===== config.mk =====
export PLATFORM = sky130hd
export DESIGN_NAME = pipelined_adder_flat
export DESIGN_NICKNAME = d
export VERILOG_FILES = /design/src/rtl/pipelined_adder_pkg.sv /design/src/rtl/pipelined_adder_if.sv /design/src/rtl/pipelined_adder_chunk.sv /design/src/rtl/pipelined_adder.sv /design/src/flat_wrapper.sv
export SDC_FILE = /design/constraint.sdc
export NUM_CORES = 1
export LEC_CHECK = 0
export CORE_UTILIZATION = 47
export DETAILED_ROUTE_END_ITERATION = 12
export PLACE_DENSITY_LB_ADDON = 0.15
export SYNTH_ARGS = -nofsm -noshare
export SYNTH_HDL_FRONTEND = slang
export SYNTH_SLANG_ARGS = --single-unit

===== constraint.sdc =====
create_clock -name clk -period 2.8 [get_ports clk]
set_clock_uncertainty 0.1 [all_clocks]
set_input_delay 0.56 -clock clk [delete_from_list [all_inputs] [get_ports clk]]
set_output_delay 0.56 -clock clk [all_outputs]
set_load 0.1 [all_outputs]

===== src/rtl/pipelined_adder_pkg.sv =====
// ============================================================================
// Module      : pipelined_adder_pkg
// Description : Shared types and elaboration helpers for the pipelined adder.
// Revision    : 1.0 - initial release
// ============================================================================
`default_nettype none

package pipelined_adder_pkg;

    // Per-stage control record. The partial-sum and remaining-operand fields
    // change width from stage to stage, so each stage declares them alongside.
    typedef struct packed {
        logic valid;
        logic carry;
    } stage_ctl_t;

    function automatic int chunk_width(input int width, input int stages);
        return (stages > 0) ? (width / stages) : width;
    endfunction

    function automatic bit cfg_ok(input int width, input int stages);
        return (width >= 1) && (stages >= 1) && ((width % stages) == 0);
    endfunction

endpackage : pipelined_adder_pkg

`default_nettype wire


===== src/rtl/pipelined_adder_if.sv =====
// ============================================================================
// Module      : pipelined_adder_if
// Description : Operand/result valid-ready bus of the pipelined adder.
//               Carries ovf only when PIPELINED_ADDER_OVF_EN is defined.
// Revision    : 1.0 - initial release
// ============================================================================
`default_nettype none

interface pipelined_adder_if #(
    parameter int WIDTH = 8
);
    logic             in_valid;
    logic             in_ready;
    logic [WIDTH-1:0] a;
    logic [WIDTH-1:0] b;
    logic             cin;
    logic             out_valid;
    logic             out_ready;
    logic [WIDTH-1:0] sum;
    logic             cout;
`ifdef PIPELINED_ADDER_OVF_EN
    logic             ovf;
`endif

    modport master (
        output in_valid, a, b, cin, out_ready,
        input  in_ready, out_valid, sum, cout
`ifdef PIPELINED_ADDER_OVF_EN
        , input ovf
`endif
    );

    modport slave (
        input  in_valid, a, b, cin, out_ready,
        output in_ready, out_valid, sum, cout
`ifdef PIPELINED_ADDER_OVF_EN
        , output ovf
`endif
    );

endinterface : pipelined_adder_if

`default_nettype wire


===== src/rtl/pipelined_adder_chunk.sv =====
// ============================================================================
// Module      : pipelined_adder_chunk
// Description : Combinational CHUNK-bit ripple-carry adder built from a chain
//               of full adders.
// Revision    : 1.0 - initial release
// ============================================================================
`default_nettype none

module pipelined_adder_chunk #(
    parameter int CHUNK = 4
) (
    input  logic [CHUNK-1:0] i_a,
    input  logic [CHUNK-1:0] i_b,
    input  logic             i_ci,
    output logic [CHUNK-1:0] o_s,
    output logic             o_co
);

    logic [CHUNK:0] w_c;

    assign w_c[0] = i_ci;

    for (genvar i = 0; i < CHUNK; i++) begin : g_bit
        assign o_s[i]   = i_a[i] ^ i_b[i] ^ w_c[i];
        assign w_c[i+1] = (i_a[i] & i_b[i]) | (w_c[i] & (i_a[i] ^ i_b[i]));
    end

    assign o_co = w_c[CHUNK];

endmodule : pipelined_adder_chunk

`default_nettype wire


===== src/rtl/pipelined_adder.sv =====
// ============================================================================
// Module      : pipelined_adder
// Description : WIDTH-bit ripple adder split into STAGES registered chunks with
//               valid/ready handshake. Optional macro: PIPELINED_ADDER_OVF_EN.
// Revision    : 1.0 - initial release
// ============================================================================
`default_nettype none

module pipelined_adder
    import pipelined_adder_pkg::*;
#(
    parameter int WIDTH  = 8,
    parameter int STAGES = 2
) (
    input  logic             clk,
    input  logic             rst_n,
    pipelined_adder_if.slave bus
);

    if (!cfg_ok(WIDTH, STAGES)) begin : g_cfg_err
        $error("pipelined_adder: STAGES must be >= 1 and divide WIDTH");
    end

    localparam int c_CHUNK = chunk_width(WIDTH, STAGES);

    // Single advance enable: the whole pipe moves or the whole pipe holds.
    logic w_adv;

    assign w_adv        = !bus.out_valid | bus.out_ready;
    assign bus.in_ready = w_adv;

    for (genvar k = 0; k < STAGES; k++) begin : g_stage
        localparam int c_SRC  = WIDTH - k * c_CHUNK;
        localparam int c_DONE = (k + 1) * c_CHUNK;
        localparam int c_REM  = WIDTH - c_DONE;

        logic [c_SRC-1:0]   w_src_a;
        logic [c_SRC-1:0]   w_src_b;
        logic               w_ci;
        logic               w_vin;
        logic [c_DONE-1:0]  w_sum_nxt;
        logic [c_CHUNK-1:0] w_s;
        logic               w_co;

        stage_ctl_t         r_ctl;
        logic [c_DONE-1:0]  r_sum;

        if (k == 0) begin : g_head
            assign w_src_a   = bus.a;
            assign w_src_b   = bus.b;
            assign w_ci      = bus.cin;
            assign w_vin     = bus.in_valid;
            assign w_sum_nxt = w_s;
        end else begin : g_body
            assign w_src_a   = g_stage[k-1].g_rem.r_a;
            assign w_src_b   = g_stage[k-1].g_rem.r_b;
            assign w_ci      = g_stage[k-1].r_ctl.carry;
            assign w_vin     = g_stage[k-1].r_ctl.valid;
            assign w_sum_nxt = {w_s, g_stage[k-1].r_sum};
        end

        pipelined_adder_chunk #(
            .CHUNK (c_CHUNK)
        ) u_chunk (
            .i_a  (w_src_a[c_CHUNK-1:0]),
            .i_b  (w_src_b[c_CHUNK-1:0]),
            .i_ci (w_ci),
            .o_s  (w_s),
            .o_co (w_co)
        );

        always_ff @(posedge clk or negedge rst_n) begin
            if (!rst_n) begin
                r_ctl <= '0;
                r_sum <= '0;
            end else if (w_adv) begin
                r_ctl.valid <= w_vin;
                r_ctl.carry <= w_co;
                r_sum       <= w_sum_nxt;
            end
        end

        // Operand bits above this chunk ride along until their stage.
        if (c_REM > 0) begin : g_rem
            logic [c_REM-1:0] r_a;
            logic [c_REM-1:0] r_b;

            always_ff @(posedge clk or negedge rst_n) begin
                if (!rst_n) begin
                    r_a <= '0;
                    r_b <= '0;
                end else if (w_adv) begin
                    r_a <= w_src_a[c_SRC-1:c_CHUNK];
                    r_b <= w_src_b[c_SRC-1:c_CHUNK];
                end
            end
        end

`ifdef PIPELINED_ADDER_OVF_EN
        if (k == STAGES - 1) begin : g_ovf
            logic w_c_msb;
            logic r_ovf;

            // Carry into the MSB recovered from the MSB sum bit.
            assign w_c_msb = w_src_a[c_CHUNK-1] ^ w_src_b[c_CHUNK-1] ^ w_s[c_CHUNK-1];

            always_ff @(posedge clk or negedge rst_n) begin
                if (!rst_n) begin
                    r_ovf <= 1'b0;
                end else if (w_adv) begin
                    r_ovf <= w_c_msb ^ w_co;
                end
            end
        end
`endif
    end

    assign bus.out_valid = g_stage[STAGES-1].r_ctl.valid;
    assign bus.sum       = g_stage[STAGES-1].r_sum;
    assign bus.cout      = g_stage[STAGES-1].r_ctl.carry;
`ifdef PIPELINED_ADDER_OVF_EN
    assign bus.ovf       = g_stage[STAGES-1].g_ovf.r_ovf;
`endif

endmodule : pipelined_adder

`default_nettype wire


===== src/flat_wrapper.sv =====
// flat-port wrapper written by rule: the top's interface ports become plain ports
module pipelined_adder_flat import pipelined_adder_pkg::*;
#(
    parameter int WIDTH  = 8,
    parameter int STAGES = 2
)
  (clk, rst_n, bus_in_valid, bus_a, bus_b, bus_cin, bus_out_ready, bus_in_ready, bus_out_valid, bus_sum, bus_cout);
  pipelined_adder_if #(.WIDTH(WIDTH)) bus_i ();
  input  logic clk;
  input  logic rst_n;
  input wire logic [$bits(bus_i.in_valid)-1:0] bus_in_valid;
  input wire logic [$bits(bus_i.a)-1:0] bus_a;
  input wire logic [$bits(bus_i.b)-1:0] bus_b;
  input wire logic [$bits(bus_i.cin)-1:0] bus_cin;
  input wire logic [$bits(bus_i.out_ready)-1:0] bus_out_ready;
  output wire logic [$bits(bus_i.in_ready)-1:0] bus_in_ready;
  output wire logic [$bits(bus_i.out_valid)-1:0] bus_out_valid;
  output wire logic [$bits(bus_i.sum)-1:0] bus_sum;
  output wire logic [$bits(bus_i.cout)-1:0] bus_cout;
  assign bus_i.in_valid = bus_in_valid;
  assign bus_i.a = bus_a;
  assign bus_i.b = bus_b;
  assign bus_i.cin = bus_cin;
  assign bus_i.out_ready = bus_out_ready;
  assign bus_in_ready = bus_i.in_ready;
  assign bus_out_valid = bus_i.out_valid;
  assign bus_sum = bus_i.sum;
  assign bus_cout = bus_i.cout;
  pipelined_adder #(.WIDTH(WIDTH), .STAGES(STAGES)) u_core (.clk(clk), .rst_n(rst_n), .bus(bus_i));
endmodule

* After elaboration in Yosys (flattened, before gate mapping)
Cells that the tools add are included.
Word-level totals: bits in registers 24, logic and storage cells 50, bits of input ports 21, output and inout port bits 11
Cells by class: reductions and logical operators 1, bitwise operators 41
Operator list (number):
- $and 1x1->1 | 16
- $xor 1x1->1 | 16
- $or 1x1->1 | 9
- $logic_not 1->1 | 1

* Longest topological paths before layout
Gate-level depths: netlist of run 1.
depth after elaboration 9, mapped depth 8, depth with buffers taken out 8

* Modules after synthesis
A second synthesis of run 1 with hierarchy kept.
Unflattened totals: cells, all modules 80, area total of the unflattened synthesis 1216.2 um2
Modules (own cells, without submodules):
- pipelined_adder | cells an instance 52, area an instance 980.9 um2, instances 1, seq. area each 600.6 um2
- pipelined_adder_chunk | cells an instance 14, area an instance 117.6 um2, instances 2, seq. area each 0.0 um2

* Least setup slack after synthesis of run 1
OpenSTA, ideal clock, no wires.
path type input port to flip-flop, from input bus_cin, to register u_core.g_stage[0].r_sum[3], library setup time 77 ps, cell stages on the path 8, setup slack 493 ps, data arrival time 2129 ps, buffers on the path 0, required time 2623 ps, cells stage by stage fa_1 > inv_1 > fa_1 > inv_1 > fa_1 > inv_1 > fa_1 > a21oi_1
On the way: longest elaborated chain between the ends 7
RTL lines:
- start: declaration | line flat_wrapper.sv:14 | input wire logic [$bits(bus_i.cin)-1:0] bus_cin;
- $and 1x1->1 | line pipelined_adder_chunk.sv:25 | assign w_c[i+1] = (i_a[i] & i_b[i]) | (w_c[i] & (i_a[i] ^ i_b[i]));
- $or 1x1->1 | line pipelined_adder_chunk.sv:25
- $and 1x1->1 | line pipelined_adder_chunk.sv:25
- $or 1x1->1 | line pipelined_adder_chunk.sv:25
- $and 1x1->1 | line pipelined_adder_chunk.sv:25
- $or 1x1->1 | line pipelined_adder_chunk.sv:25
- $xor 1x1->1 | line pipelined_adder_chunk.sv:24 | assign o_s[i] = i_a[i] ^ i_b[i] ^ w_c[i];
- end signal: assignment | line pipelined_adder.sv:79 | r_sum <= w_sum_nxt;
- end: declaration | line pipelined_adder.sv:46 | logic [c_DONE-1:0] r_sum;
Every way passes these cells. A chain may end at the register's enable or synchronous reset.

* Final worst setup path of run 1
Ends and elaborated chain as after synthesis.

==> results of run 1 <==
==> critical path: stages <==
cell             delay (ns)
clkdlybuf4s50_1        0.44
fa_1                   0.42
inv_1                  0.07
fa_1                   0.15
inv_1                  0.05
fa_1                   0.35
inv_1                  0.07
fa_1                   0.40
a21oi_1                0.13
==> state kept, by name, indices dropped and copies added, names as in the netlist <==
signal	count
u_core.bus.cout	1
u_core.g_stage.r_sum	4
u_core.bus.out_valid	1
u_core.g_stage.w_ci	1
u_core.g_stage.g_rem.r_b	4
u_core.g_stage.g_rem.r_a	4
u_core.g_stage.w_vin	1
u_core.bus.sum	8
==> cell families (layout without fill, tap and decap cells) <==
logic type / count (synthesis) / count (layout) / share of synthesized area, %
DFF: 24 / 24 / 50.9
muxes: 17 / 17 / 20.0
buffers and inverters: 17 / 52 / 8.06
adders and majority gates: 8 / 8 / 13.6
and+or+nand+nor: 8 / 8 / 4.88
AOI/OAI and AO/OA: 6 / 6 / 2.55
==> layout make-up <==
class,count,area share [%]
multi-input cells,39,31.7
inverters,14,3.44
well taps,28,2.30
clock buffers,4,2.38
flip-flops and latches,24,39.3
repair buffers,34,20.8
==> power by group through the flow <==
stage	sequential (W)	combinational, W	clock [W]
finish	0.000482	0.000696	0.000183
global route	0.000496	0.000730	0.000203
CTS	0.000484	0.000702	0.000186
detailed placement	0.000491	0.000699	0
global placement	0.000487	0.000691	0
floorplan	0.000846	0.000180	0
==> cells in the mapped netlist <==
cell      number
dfrtp_1       24
inv_1         14
mux2_4        12
fa_1           8
a21oi_1        6
nor3b_1        6
mux2_2         5
buf_6          2
nand2b_1       2
buf_12         1
==> per-stage QoR <==
stage,cell area (µm²),std cells
final,1530,143
after global routing,1530,143
after CTS,1530,143
after detailed placement,1490,139
after global placement,1490,139
after floorplan,1180,80
==> metal layers <==
metal | vias to the layer above | share of wire (%) | track usage (%)
met5 | - | 0 | 0
met4 | 0 | 1.5 | 5.41
met3 | 4 | 5.4 | 6.14
met2 | 22 | 49 | 29.5
met1 | 331 | 44 | 21.0
li1 | 322 | - | -
==> final timing paths <==
check / start / endpoint / slack (ns) / cells after the start
setup / recovery: bus_cin / u_core.g_stage[0].r_sum[3]$_DFFE_PN0P_ / 0.33 / 9
hold / removal: u_core.g_stage[1].w_vin$_DFFE_PN0P_ / u_core.bus.out_valid$_DFFE_PN0P_ / 0.38 / 1
setup reg to reg: u_core.g_stage[1].w_ci$_DFFE_PN0P_ / u_core.bus.sum[7]$_DFFE_PN0P_ / 0.50 / 8
hold reg to reg: u_core.g_stage[1].w_vin$_DFFE_PN0P_ / u_core.bus.out_valid$_DFFE_PN0P_ / 0.38 / 1
max in group asynchronous: rst_n / u_core.g_stage[0].g_rem.r_a[2]$_DFFE_PN0P_ / 1.89 / 2
min in group asynchronous: rst_n / u_core.g_stage[0].r_sum[3]$_DFFE_PN0P_ / 0.49 / 2
==> flow_summary.json, run 1 <==
{
  "status": "finished clean",
  "finalHoldViolCount": 0,
  "synth.yosys.seq_area_share_pct": 50.9,
  "layout_common_cells": "24 x dfrtp_1, 20 x clkdlybuf4s50_1, 14 x inv_1",
  "syn2layout_area_growth_pct": 29.4,
  "fp.coreArea_um2": 2300,
  "cap_viol_max_count": 0,
  "final_common_cell": "dfrtp_1",
  "cts_resized": 0,
  "diodes": 0,
  "wl_per_cell_um": 13.3,
  "start_util_pct": 51.4,
  "gp_congestion": 0.686,
  "path_class": "in2reg",
  "num_rows": 17,
  "yosysTopAreaCell": "dfrtp_1",
  "yosys.area.top_type_share_pct": 50.9,
  "powerDensity_nw_per_um2": 892,
  "routed_wl_um": 1900,
  "yosysWarnings": 0,
  "cts_buffers": 3,
  "start_kind": "input pin",
  "cts.sinks": 24,
  "comb_power_share_pct": 51.1,
  "p_total_w": 0.00136,
  "grt_pass1_wl_um": 3370,
  "p_sw_share_pct": 47.4,
  "die-height_um": 52.1,
  "io_pins": 32,
  "syn_area_um2": 1180,
  "p_int_w": 0.000717,
  "fin_crit_ns": 2.47,
  "syn_inst": 80,
  "vias_per_cell": 4.75,
  "cp.required_ns": 2.95,
  "regArea_um2": 601,
  "hold_buffers": 0,
  "cts.clk_slew.worst_paths_ns": 0.13,
  "maxSlewViolCount": 0,
  "vias": 679,
  "post-route-util_pct": 66.4,
  "clk_path_buf_depth": 2,
  "multi_input_area_um2": 484,
  "peakVddDrop_mv": 0.984,
  "io_buffers": 31,
  "drive_above_1_share_pct": 30.4,
  "die_area_um2": 2710,
  "first_pass_iters": 4,
  "syn_area_per_cell_um2": 14.7,
  "drt-initial-drc-count": 5,
  "holdCritPathClass": "reg2reg",
  "final_antenna_net_count": 0,
  "fmax_mhz": 404,
  "antenna_found_initial": 0,
  "synth.top_cells.by_area": "dfrtp_1 51%, mux2_4 15%, fa_1 14%",
  "relSlewSlack_pct": 80.5,
  "tns_ns": 0,
  "h-tree-depth": 1,
  "dp_slack_ns": -0.0308,
  "clock-root-buffer": "clkbuf_4",
  "end_kind": "flip-flop",
  "leakagePower_nw": 0.726,
  "grt_pass1_vias": 763,
  "setup_viol": 0,
  "synth_cell_types": 10,
  "drc": 0,
  "ys_seq_elements": 24,
  "synth_nets": 109,
  "rsz0062_at_grt": "no",
  "grt_usage_pct": 17.6,
  "crit_arrival_ns": 2.63,
  "seq_power_share_pct": 35.4,
  "holdWs_ns": 0.380,
  "switchingPower_w": 0.000645,
  "worst_slew_pin_slew_ns": 0.292,
  "setup_ws_ns": 0.325,
  "finalCritPeriodShare_pct": 88.4,
  "chipWidth_um": 52.1,
  "path_max_fanout": 1,
  "post_cts_buffers": 0,
  "overflow": 0,
  "clock_latency_ns": 0.31,
  "fillers": 201,
  "fin_nets": 145,
  "dp_hpwl_um": 1460,
  "cts_tree": "yes",
  "clockPowerShare_pct": 13.5,
  "grt_max_degree": 25
}
Note: power is estimated with default switching activity, not from simulation.
==> run 2: changes to the inputs <==
--- a/config.mk
+++ b/config.mk
@@ -6,8 +6,11 @@
 export NUM_CORES = 1
 export LEC_CHECK = 0
 export CORE_UTILIZATION = 47
+export CTS_CLUSTER_DIAMETER = 80
 export DETAILED_ROUTE_END_ITERATION = 12
 export PLACE_DENSITY_LB_ADDON = 0.15
+export REMOVE_ABC_BUFFERS = 1
 export SYNTH_ARGS = -nofsm -noshare
 export SYNTH_HDL_FRONTEND = slang
 export SYNTH_SLANG_ARGS = --single-unit
+export TNS_END_PERCENT = 10
==> flow_summary.json, run 2 (same netlist as run 1, synthesis figures left out) <==
{
  "start_util_pct": 51.4,
  "p_total_w": 0.00132,
  "finalCritPeriodShare_pct": 89.1,
  "clock_latency_ns": 0.31,
  "powerDensity_nw_per_um2": 875,
  "use_met1_pct": 19.6,
  "drt-initial-drc-count": 3,
  "cts.clk_slew.worst_paths_ns": 0.12,
  "peakVddDrop_mv": 0.681,
  "fillers": 187,
  "chipWidth_um": 52.1,
  "syn2layout_area_growth_pct": 28.2,
  "holdCritPathClass": "reg2reg",
  "finalHoldViolCount": 0,
  "grtUsageMet3_pct": 2.92,
  "worstHoldEndpoint": "u_core.bus.out_valid$_DFFE_PN0P_",
  "maxSlewViolCount": 0,
  "worst_slew_pin_slew_ns": 0.297,
  "cp.required_ns": 2.95,
  "h-tree-depth": 1,
  "reg2reg_from": "u_core.g_stage[1].w_ci$_DFFE_PN0P_",
  "grt_pass1_vias": 757,
  "cap_viol_max_count": 0,
  "fp.coreArea_um2": 2300,
  "io_pins": 32,
  "comb_power_share_pct": 52.3,
  "clock-root-buffer": "clkbuf_4",
  "clk_path_buf_depth": 2,
  "r2r_end": "u_core.bus.sum[7]$_DFFE_PN0P_",
  "diodes": 0,
  "drc": 0,
  "ff2ff_path_depth": 8,
  "wl_per_cell_um": 13.1,
  "fin_crit_ns": 2.49,
  "top_usage_layer": "met2",
  "cts_resized": 0,
  "cts_buffers": 3,
  "seq_power_share_pct": 36.3,
  "drive_above_1_share_pct": 29.8,
  "post-route-util_pct": 65.8,
  "path_max_fanout": 1,
  "min_path_cells": 1,
  "layout_common_cells": "24 x dfrtp_1, 20 x clkdlybuf4s50_1, 14 x inv_1",
  "setup_viol": 0,
  "io_buffers": 31,
  "clockPowerShare_pct": 11.4,
  "largest_reg_flops": 8,
  "tns_ns": 0,
  "final_common_cell": "dfrtp_1",
  "num_rows": 17,
  "dp_slack_ns": -0.0556,
  "fmax_mhz": 401,
  "cts.sinks": 24,
  "grt_usage_pct": 16.5,
  "die-height_um": 52.1,
  "gp_congestion": 0.679,
  "p_int_w": 0.000687,
  "r2r_setup_slack_ns": 0.54,
  "hold_buffers": 0,
  "dpl_cell_area_um2": 1490,
  "crit_arrival_ns": 2.64,
  "relSlewSlack_pct": 80.2,
  "regArea_um2": 601,
  "first_pass_iters": 2,
  "routed_wl_um": 1860,
  "vias_per_cell": 4.92,
  "multi_input_area_um2": 484,
  "path_class": "in2reg",
  "gr-usage-met2_pct": 28.4,
  "end_kind": "flip-flop",
  "overflow": 0,
  "antenna_found_initial": 0,
  "vias": 699,
  "start_kind": "input pin",
  "final_antenna_net_count": 0,
  "grt_max_degree": 25,
  "status": "finished clean",
  "dp_hpwl_um": 1430,
  "p_sw_share_pct": 48.1,
  "grt_pass1_wl_um": 3180,
  "fin_nets": 145,
  "rsz0062_at_grt": "no",
  "die_area_um2": 2710,
  "leakagePower_nw": 0.719,
  "hp-start": "u_core.g_stage[1].w_vin$_DFFE_PN0P_",
  "cts_tree": "yes",
  "fin_area_um2": 1510,
  "post_cts_buffers": 0,
  "setup_ws_ns": 0.306,
  "switchingPower_w": 0.000636
}
run 2: changes by cell type in the layout (fill, tap and decap cells not counted):
| cell | change |
|---|---|
| clkbuf_8 | -1 |
run 2: worst max-delay path by stage:
| stage | startpoint | to | slack, ns | depth (start not counted) |
|---|---|---|---|---|
| 2_1_floorplan | u_core.bus.out_valid$_DFFE_PN0P_ | u_core.bus.sum[0]$_DFFE_PN0P_ | -0.36 | 2 |
| 3_3_place_gp | bus_cin | u_core.g_stage[0].r_sum[3]$_DFFE_PN0P_ | 0.009 | 9 |
| 3_5_place_dp | bus_cin | u_core.g_stage[0].r_sum[3]$_DFFE_PN0P_ | -0.06 | 9 |
| 4_1_cts | bus_cin | u_core.g_stage[0].r_sum[3]$_DFFE_PN0P_ | 0.29 | 9 |
| 5_1_grt | bus_cin | u_core.g_stage[0].r_sum[3]$_DFFE_PN0P_ | 0.25 | 9 |
| 6_report | bus_cin | u_core.g_stage[0].r_sum[3]$_DFFE_PN0P_ | 0.31 | 9 |
run 2: through the flow:
| step | std cells | hold WS [ns] |
|---|---|---|
| after floorplan | 77 | 0.164 |
| after CTS | 142 | 0.384 |
| after detailed placement | 139 | 0.352 |
| after global placement | 139 | 0.354 |
| after global routing | 142 | 0.433 |
| final | 142 | 0.379 |
run 2: critical path: stages:
cell and delay, ns:
clkdlybuf4s50_1 0.43, fa_1 0.42, inv_1 0.07, fa_1 0.16
inv_1 0.05, fa_1 0.35, inv_1 0.08, fa_1 0.41
a21oi_1 0.13
run 2: area by class of cell:
type / instances / area share (%)
Clock buffer: 3 / 1.49
Sequential cell: 24 / 39.7
Timing Repair Buffer: 34 / 21.0
Tap cell: 28 / 2.32
Multi-Input combinational cell: 39 / 32.0
Inverter: 14 / 3.47
run 2: routing by layer:
metal  vias to the layer above  part of all wire [%]
met5                         -                     0
met4                         0                   1.5
met3                         3                   4.7
met2                        19                    52
met1                       354                    41
li1                        323                     -
run 2: power groups by stage:
| stage | Combinational, W | Clock, W | Sequential, W |
|---|---|---|---|
| floorplan | 0.000172 | 0 | 0.000846 |
| global placement | 0.000691 | 0 | 0.000485 |
| detailed placement | 0.000697 | 0 | 0.000491 |
| CTS | 0.000699 | 0.000158 | 0.000482 |
| global route | 0.000727 | 0.000175 | 0.000492 |
| finish | 0.000692 | 0.000151 | 0.000480 |
==> run 3: changes to the inputs <==
--- a/config.mk
+++ b/config.mk
@@ -8,6 +8,7 @@
 export CORE_UTILIZATION = 47
 export CTS_CLUSTER_DIAMETER = 80
 export DETAILED_ROUTE_END_ITERATION = 12
+export GPL_ROUTABILITY_DRIVEN = 0
 export PLACE_DENSITY_LB_ADDON = 0.15
 export REMOVE_ABC_BUFFERS = 1
 export SYNTH_ARGS = -nofsm -noshare
==> results of run 3 <==
The final DEF is identical to that of run 2; final timing and power are the same.
